File: src/rtl/sprite_spawn.sv
// -----------------------------------------------------------------------------
// sprite_spawn
//   Motion generator for one sprite object. A trigger sweeps the sprite's
//   offset pair in a straight line from (HSRC,VSRC) to (HDST,VDST) over STEP
//   ticks. The design then returns to idle. The module is clocked once per
//   video frame.
//
//   Ports
//     clk      in   1       rising-edge frame tick
//     rst_n    in   1       asynchronous active-low reset
//     en       in   1       trigger, sampled only while idle
//     hoffset  out  HWIDTH  current horizontal offset (signed, registered)
//     voffset  out  VWIDTH  current vertical offset (signed, registered)
//     active   out  1       high while a sweep is running (registered)
//
//   Each position is SRC + floor((DST-SRC)*k/STEP) for k = 0..STEP. All
//   outputs are registered from the next-state values, so there is no
//   combinational path from en to an output.
// -----------------------------------------------------------------------------
module sprite_spawn #(
  parameter int                       HWIDTH = 12,
  parameter int                       VWIDTH = 12,
  parameter logic signed [HWIDTH-1:0] HSRC   = {HWIDTH{1'b0}},
  parameter logic signed [VWIDTH-1:0] VSRC   = {VWIDTH{1'b0}},
  parameter logic signed [HWIDTH-1:0] HDST   = {HWIDTH{1'b0}},
  parameter logic signed [VWIDTH-1:0] VDST   = {VWIDTH{1'b0}},
  parameter int                       STEP   = 32
) (
  input  logic                     clk,
  input  logic                     rst_n,
  input  logic                     en,
  output logic signed [HWIDTH-1:0] hoffset,
  output logic signed [VWIDTH-1:0] voffset,
  output logic                     active
);

  // The guard keeps the counter at least one bit wide. This lets an illegal
  // STEP reach the error below instead of failing on a zero-width vector.
  localparam int KW  = (STEP >= 1) ? $clog2(STEP + 1) : 1;
  localparam int HMW = HWIDTH + KW + 2;
  localparam int VMW = VWIDTH + KW + 2;

  localparam logic [KW-1:0]         K_LAST_C  = KW'(STEP);
  localparam logic [KW-1:0]         K_ONE_C   = KW'(1'b1);
  localparam logic signed [HMW-1:0] H_DELTA_C = HMW'(HDST) - HMW'(HSRC);
  localparam logic signed [VMW-1:0] V_DELTA_C = VMW'(VDST) - VMW'(VSRC);
  localparam logic signed [HMW-1:0] H_STEP_C  = HMW'(STEP);
  localparam logic signed [VMW-1:0] V_STEP_C  = VMW'(STEP);

  if (STEP < 1) begin : g_bad_step
    $error("sprite_spawn: STEP must be >= 1");
  end

  typedef enum logic [0:0] {
    ST_IDLE = 1'b0,
    ST_RUN  = 1'b1
  } state_t;

  state_t                     state_r, state_nxt_s;
  logic [KW-1:0]              k_r, k_nxt_s;
  logic signed [HWIDTH-1:0]   hoffset_r;
  logic signed [VWIDTH-1:0]   voffset_r;
  logic                       active_r;

  logic signed [HMW-1:0]      h_kext_s, h_num_s, h_quo_s, h_rem_s, h_flr_s;
  logic signed [VMW-1:0]      v_kext_s, v_num_s, v_quo_s, v_rem_s, v_flr_s;
  logic signed [HWIDTH-1:0]   h_pos_s;
  logic signed [VWIDTH-1:0]   v_pos_s;

  // Next-state and step-counter logic
  always_comb begin
    state_nxt_s = state_r;
    k_nxt_s     = k_r;
    case (state_r)
      ST_IDLE: begin
        k_nxt_s = {KW{1'b0}};
        if (en) begin
          state_nxt_s = ST_RUN;
        end else begin
          state_nxt_s = ST_IDLE;
        end
      end
      ST_RUN: begin
        // The completion edge always goes idle. It ignores en, so a new
        // sweep can start only after at least one idle frame.
        if (k_r == K_LAST_C) begin
          state_nxt_s = ST_IDLE;
          k_nxt_s     = {KW{1'b0}};
        end else begin
          state_nxt_s = ST_RUN;
          k_nxt_s     = k_r + K_ONE_C;
        end
      end
      default: begin
        state_nxt_s = ST_IDLE;
        k_nxt_s     = {KW{1'b0}};
      end
    endcase
  end

  // Horizontal position for the next step.
  // Truncating division is corrected by one when the result is negative and
  // inexact, which gives floor.
  always_comb begin
    h_kext_s = HMW'(k_nxt_s);
    h_num_s  = H_DELTA_C * h_kext_s;
    h_quo_s  = h_num_s / H_STEP_C;
    h_rem_s  = h_num_s % H_STEP_C;
    if (h_num_s[HMW-1] && (|h_rem_s)) begin
      h_flr_s = h_quo_s - {{(HMW-1){1'b0}}, 1'b1};
    end else begin
      h_flr_s = h_quo_s;
    end
    h_pos_s = HSRC + h_flr_s[HWIDTH-1:0];
  end

  // Vertical position for the next step, with the same floor correction
  always_comb begin
    v_kext_s = VMW'(k_nxt_s);
    v_num_s  = V_DELTA_C * v_kext_s;
    v_quo_s  = v_num_s / V_STEP_C;
    v_rem_s  = v_num_s % V_STEP_C;
    if (v_num_s[VMW-1] && (|v_rem_s)) begin
      v_flr_s = v_quo_s - {{(VMW-1){1'b0}}, 1'b1};
    end else begin
      v_flr_s = v_quo_s;
    end
    v_pos_s = VSRC + v_flr_s[VWIDTH-1:0];
  end

  // State, counter and registered outputs. Reset snaps back to the source point.
  always_ff @(posedge clk or negedge rst_n) begin
    if (!rst_n) begin
      state_r   <= ST_IDLE;
      k_r       <= {KW{1'b0}};
      hoffset_r <= HSRC;
      voffset_r <= VSRC;
      active_r  <= 1'b0;
    end else begin
      state_r   <= state_nxt_s;
      k_r       <= k_nxt_s;
      hoffset_r <= h_pos_s;
      voffset_r <= v_pos_s;
      active_r  <= (state_nxt_s == ST_RUN);
    end
  end

  assign hoffset = hoffset_r;
  assign voffset = voffset_r;
  assign active  = active_r;

endmodule

File: config.mk
export PLATFORM = sky130hd
export DESIGN_NAME = sprite_spawn
export DESIGN_NICKNAME = d
export VERILOG_FILES = /design/src/rtl/sprite_spawn.sv
export SDC_FILE = /design/constraint.sdc
export NUM_CORES = 1
export LEC_CHECK = 0
export ABC_AREA = 1
export BUFFER_PORTS_ARGS = -buffer_cell sky130_fd_sc_hd__buf_2
export CAP_MARGIN = 20
export CORE_AREA = 5 5 42 44
export CTS_CLUSTER_DIAMETER = 100
export DETAILED_ROUTE_END_ITERATION = 10
export DIE_AREA = 0 0 47 49
export PLACE_DENSITY = 0.71
export SKIP_LAST_GASP = 1
export SLEW_MARGIN = 20
export SYNTH_ARGS = -nofsm -noshare
export SYNTH_HDL_FRONTEND = slang
export SYNTH_SLANG_ARGS = --single-unit
File: constraint.sdc
create_clock -name clk -period 1.73 [get_ports clk]
set_clock_uncertainty 0.2 [all_clocks]
set_input_delay 0.2595 -clock clk [delete_from_list [all_inputs] [get_ports clk]]
set_output_delay 0.2595 -clock clk [all_outputs]
set_load 0.01 [all_outputs]
==> results of run 1 <==
-- tightest hold or removal path: cells and delay by family --
kind                   cells  cell delay [ns]
buffers and inverters      1             0.07
and+or+nand+nor            2             0.09
-- worst min path at each step --
stage                     start  endpoint  slack (ns)
after CTS                    en    active        0.01
after floorplan           rst_n    active       -0.24
after global routing         en    active        0.02
after detailed placement  rst_n    k_r[5]        -0.1
final                        en    active        0.02
after global placement    rst_n    k_r[5]       -0.10
-- sequential cells by signal, summed over array words and instances (netlist names) --
name	count
active	1
k_r	6
-- placed cells by master (no fill, tap or decap), drive strengths merged --
cell type    netlist  final
a21oi              1      1
buf               24      3
clkbuf             0      4
conb               1     24
dfrtp              7      7
dlygate4sd3        0      1
ha                 2      2
inv                6      6
nand2              6      6
nand3              4      4
nor2               8      8
xnor2              2      2
xor2               1      1
-- timing repair --
| item | 4_1_cts | 5_1_grt |
|---|---|---|
| endpoints found under the hold margin | 7 | 0 |
| setup endpoints to repair | 0 | 0 |
| hold buffers | 1 | 0 |
-- power by group --
part	internal [mW]	switching, mW	total, mW
sequential	0.213	0.0532	0.267
combinational	0.0717	0.0998	0.172
clock	0.0877	0.0559	0.144
-- area by class of cell --
cell class | instances | area share
sequential | 7 | 0.355
multi-input combinational | 48 | 0.454
inverter | 6 | 0.0457
tap | 16 | 0.0406
clock buffer | 4 | 0.0533
timing repair buffer | 4 | 0.0508
-- routing by layer --
| metal | vias up | wire length [µm] | GRT usage |
|---|---|---|---|
| met1 | 132 | 263 | 0.0705 |
| met3 | 0 | 99 | 0.0332 |
| met2 | 18 | 315 | 0.0973 |
| met5 | - | 0 | 0 |
| li1 | 152 | - | - |
| met4 | 0 | 0 | 0.0415 |
-- cell families (layout without fill, tap and decap cells) --
kind of cell	after synthesis	count (layout)
XOR/XNOR	3	3
adder cells (fa/ha/maj)	2	2
AO/OA/AOI/OAI	1	1
buffers and inverters	30	14
other	1	24
flip-flops	7	7
AND/OR/NAND/NOR	18	18
-- through the flow --
stage          setup WS (ns)  hold slack, ns  total power, mW
6_report               0.446          0.0186            0.582
5_1_grt                0.325          0.0184            0.646
4_1_cts                0.435         0.00974            0.591
3_5_place_dp           0.448         -0.0984            0.438
3_3_place_gp           0.472          -0.101            0.436
2_1_floorplan          0.518          -0.236            0.446
==> results.py, run 1 <==
metrics = {
    "final_layout": {
        "area_growth_pct": -4.37,
        "drive_gt1_frac": 0.130,
        "diodes": 0,
        "multi_input_area_um2": 224,
        "seq_area_um2": 175,
        "final_core_util": 0.352,
        "n_fill_cell": 150,
        "num-nets-final": 75,
        "final_area_um2": 493,
        "fin_cells": 85,
    },
    "sta": {
        "post-route-min-period_ns": 1.28,
        "rsz0062_at_grt": "false",
        "max_freq_mhz": 779,
        "finalSetupTns_ns": 0,
        "finalCritPeriodShare": 0.742,
        "drv_slew": 0,
        "hold_violations": 0,
        "finalSetupViolCount": 0,
    },
    "synth": {
        "synth_cells": 62,
        "yosysTopAreaCell": "buf_4",
        "synth-edff-count": 0,
        "yosys.cell_count.top_type": "buf_4",
        "synth_seq_cells": 7,
        "synth_top_area_share": 0.350,
        "ys_types": 14,
        "synth-seq-area-share": 0.340,
        "synth_commonest_cells": "buf_4 (24), dfrtp_1 (7), nor2_1 (7), inv_1 (5), nand2_1 (5)",
        "synthMuxAreaShare": 0,
        "synth_compound_area_frac": 0.00971,
        "synth.cell_area_um2": 515,
        "synth_top_family_by_area": "buffers and inverters",
        "synth_area_leaders": "buf_4 (35%), dfrtp_1 (34%), nor2_1 (5.1%)",
        "ys_async_sr_fraction": 1.00,
        "synth_xor_xnor_area_share": 0.0510,
        "synth_adder_area_share": 0.0485,
        "ys.flop_type": "dfrtp_1",
        "synthSimpleGateAreaFrac": 0.150,
        "syn_area_per_cell_um2": 8.31,
        "ys_warn_count": 0,
    },
    "routing": {
        "viasPerCell": 3.55,
        "first_pass_iters": 1,
        "wl_um": 677,
        "drt_iter0_drc": 0,
        "drc": 0,
        "wire_per_inst_um": 7.96,
        "vias": 302,
        "ant_nets": 0,
    },
    "setup_path": {
        "path_common_cell": "nand2_1",
        "cp_max_fo": 3,
        "crit_buf_inv": 2,
        "cp.arrival_ns": 1.22,
        "worstReg2RegStart": "k_r[0]",
        "crit_path_start_kind": "register",
        "path_depth": 7,
        "cp.required_ns": 1.66,
        "crit_family": "flip-flops",
        "endpoint_kind": "register",
        "crit_path_start": "k_r[0]",
        "cp_cell_sequence": "inv_2, ha_1, inv_1, nor2_1, nand3_1, nand2_1, nand2_1",
        "cpPeakStageDelay_ns": 0.40,
        "worstRegToRegCells": 7,
        "crit_slowest_cell": "dfrtp_1",
        "crit_type": "register to register",
        "r2r-end": "active",
        "crit_path_end": "active",
        "r2r_slack_ns": 0.45,
    },
    "floorplanning": {
        "die_h_um": 49,
        "pin_count": 28,
        "die-area_mm2": 0.00230,
        "row_count": 14,
        "fp.dieW_um": 47,
        "fp.coreArea_mm2": 0.00140,
        "start_util": 0.368,
    },
    "clocking": {
        "cts_made_buffers": 3,
        "clkSinkCount": 7,
        "cts_buffer_depth": 2,
        "clk_pin_slew_ns": 0.05,
        "cts_setup_buffers": 0,
        "cts_tree": "yes",
        "ctsRootBufferMaster": "clkbuf_4",
        "cts_resized": 0,
        "htree_levels": 1,
        "worstSkewPairLatency_ns": 0.24,
    },
    "hold_path": {
        "hold_depth": 3,
        "min_path_type": "primary input to register",
    },
    "pwr": {
        "p_per_area_mw_per_mm2": 1180,
        "leakage_nw": 0.294,
        "worst_ir_drop_vdd_uv": 460,
    },
    "run_status": {
        "status": "finished clean",
    },
    "placement": {
        "dp.cells": 80,
        "dpl.hpwl_um": 558,
        "io_buffer_count": 3,
        "place_congestion": 0.753,
        "postPlaceCellArea_um2": 457,
    },
    "global_routing": {
        "grt_first_pass_wirelength_um": 1040,
        "antenna_found_initial": 0,
        "grt_use_total": 0.0655,
        "grt_max_degree": 8,
        "grt_pass1_vias": 260,
        "overflow": 0,
    },
    "flow_run": {
        "maxCapViolations": 0,
    },
}
Note: power is estimated with default switching activity, not from simulation.
==> run 2: changes to the inputs <==
Settings changed: CORE_AREA 5 5 42 44 to unset, CORE_MARGIN set to 5, CORE_UTILIZATION set to 38, DIE_AREA 0 0 47 49 to unset, PLACE_DENSITY 0.71 to 0.73.
Clock period 1.73 ns to 1.1 ns, I/O delays scaled along.
==> results.py, run 2 (synthesized netlist as in run 1, its figures left out) <==
metrics = {
    "run_status": {
        "status": "finished with violations",
        "failed_checks": "setup timing",
    },
    "final_layout": {
        "diodes": 0,
        "area_growth_pct": 11.9,
        "top_register": "k_r",
        "n_fill_cell": 123,
        "largest_reg_flops": 6,
        "num-nets-final": 81,
        "final_common_cell": "conb_1",
        "final_core_util": 0.449,
        "mostFrequentLayoutCells": "conb_1 (24), nor2_1 (7), dfrtp_1 (7)",
        "drive_gt1_frac": 0.307,
    },
    "pwr": {
        "power_frac_comb": 0.432,
        "seqPwrFrac": 0.373,
        "p_per_area_mw_per_mm2": 1990,
        "leakage_nw": 0.321,
        "swShare": 0.372,
        "clock_power_share": 0.195,
        "worst_ir_drop_vdd_uv": 944,
        "p_int_uw": 721,
        "p_sw_uw": 427,
    },
    "setup_path": {
        "crit_path_start": "k_r[0]",
        "cp.arrival_ns": 1.26,
        "cp_max_fo": 3,
        "crit_path_start_kind": "register",
        "worstReg2RegStart": "k_r[0]",
        "cp.required_ns": 1.03,
        "crit_type": "register to register",
        "endpoint_kind": "register",
    },
    "clocking": {
        "worstSkewPairLatency_ns": 0.24,
        "htree_levels": 1,
        "clkSinkCount": 7,
        "ctsRootBufferMaster": "clkbuf_4",
        "cts_buffer_depth": 2,
        "cts_tree": "yes",
        "clk_pin_slew_ns": 0.05,
        "cts_made_buffers": 3,
    },
    "routing": {
        "wl_um": 895,
        "first_pass_iters": 4,
        "drc": 0,
        "vias": 343,
        "wire_per_inst_um": 9.94,
        "drt_iter0_drc": 6,
        "viasPerCell": 3.81,
        "ant_nets": 0,
    },
    "global_routing": {
        "grt_first_pass_wirelength_um": 1230,
        "overflow": 0,
        "grt_max_degree": 8,
        "grt_pass1_vias": 315,
        "antenna_found_initial": 0,
        "grt_use_total": 0.0820,
    },
    "floorplanning": {
        "fp.coreArea_mm2": 0.00128,
        "die_h_um": 46.8,
        "fp.dieW_um": 46.8,
        "row_count": 13,
        "start_util": 0.401,
        "die-area_mm2": 0.00219,
        "pin_count": 28,
    },
    "sta": {
        "max_freq_mhz": 755,
        "setup_ws_ns": -0.224,
        "rsz0062_at_grt": "true",
        "finalSetupViolCount": 7,
        "post-route-min-period_ns": 1.32,
        "finalCritPeriodShare": 1.20,
        "drv_slew": 0,
        "hold_violations": 0,
    },
    "placement": {
        "dpl.hpwl_um": 630,
        "io_buffer_count": 3,
        "pre_cts_ws_ns": -0.185,
        "place_congestion": 0.816,
    },
    "hold_path": {
        "min_path_type": "primary input to asynchronous set/reset pin",
    },
    "flow_run": {
        "maxCapViolations": 0,
    },
}
==> run 2: changes by cell type in the layout (fill, tap and decap cells not counted), sizes merged <==
cell         delta
buf             +5
dlygate4sd3     +1
==> run 2: layout make-up <==
type	count	area [µm²]	share of cell area
Multi-Input combinational cell	48	262	0.453
Sequential cell	7	175	0.304
Timing Repair Buffer	10	72.6	0.126
Clock buffer	4	26.3	0.0456
Inverter	6	22.5	0.0390
Tap cell	15	18.8	0.0325
==> run 2: timing repair <==
action / CTS / global route
pin swaps: 5 / 6
buffers inserted: 1 / 1
resized for setup: 6 / 5
hold buffers: 2 / 0
hold endpoints to repair: 8 / 0
setup endpoints to repair: 8 / 8
==> run 2: power groups by stage <==
stage	logic (mW)	registers [mW]	clock network, mW
after floorplan	0.293	0.408	0
after global placement	0.344	0.410	0
after detailed placement	0.357	0.417	0
after CTS	0.431	0.414	0.232
after global routing	0.560	0.441	0.237
final	0.496	0.428	0.224
==> run 2: worst paths after layout <==
path | depth (start not counted) | to | slack, ns
hold reg to reg | 1 | k_r[0] | 0.28
max in group asynchronous | 2 | k_r[1] | 0.45
hold / removal | 2 | k_r[4] | 0.1
setup / recovery | 7 | active | -0.22
setup reg to reg | 7 | active | -0.22
min in group clk | 1 | k_r[0] | 0.28
==> run 2: metal layers <==
metal | GRT usage | share of wire | vias up | wire (µm)
met1 | 0.0791 | 0.33 | 151 | 296
li1 | - | - | 163 | -
met3 | 0.0153 | 0.13 | 2 | 119
met4 | 0.0663 | 0.019 | 0 | 17
met5 | 0 | 0 | - | 0
met2 | 0.149 | 0.52 | 27 | 461
==> run 2: critical path, stage by stage, from the launching register on <==
cell     delay (ns)
dfrtp_1        0.40
inv_2          0.09
ha_4           0.13
inv_2          0.02
nor2_1         0.09
nand3_1        0.12
nand2_2        0.11
nand2_1        0.05
==> run 2: metrics by stage <==
step                      TNS, ns  cells  area [µm²]  total power [mW]  hold slack, ns
final                       -1.14     90         577              1.15          0.0970
after global routing        -1.46     90         577              1.24           0.122
after CTS                  -0.973     89         552              1.08          0.0689
after detailed placement   -0.976     82         478             0.774          -0.198
after global placement     -0.820     82         478             0.754          -0.202
after floorplan            -0.501     85         602             0.701          -0.331
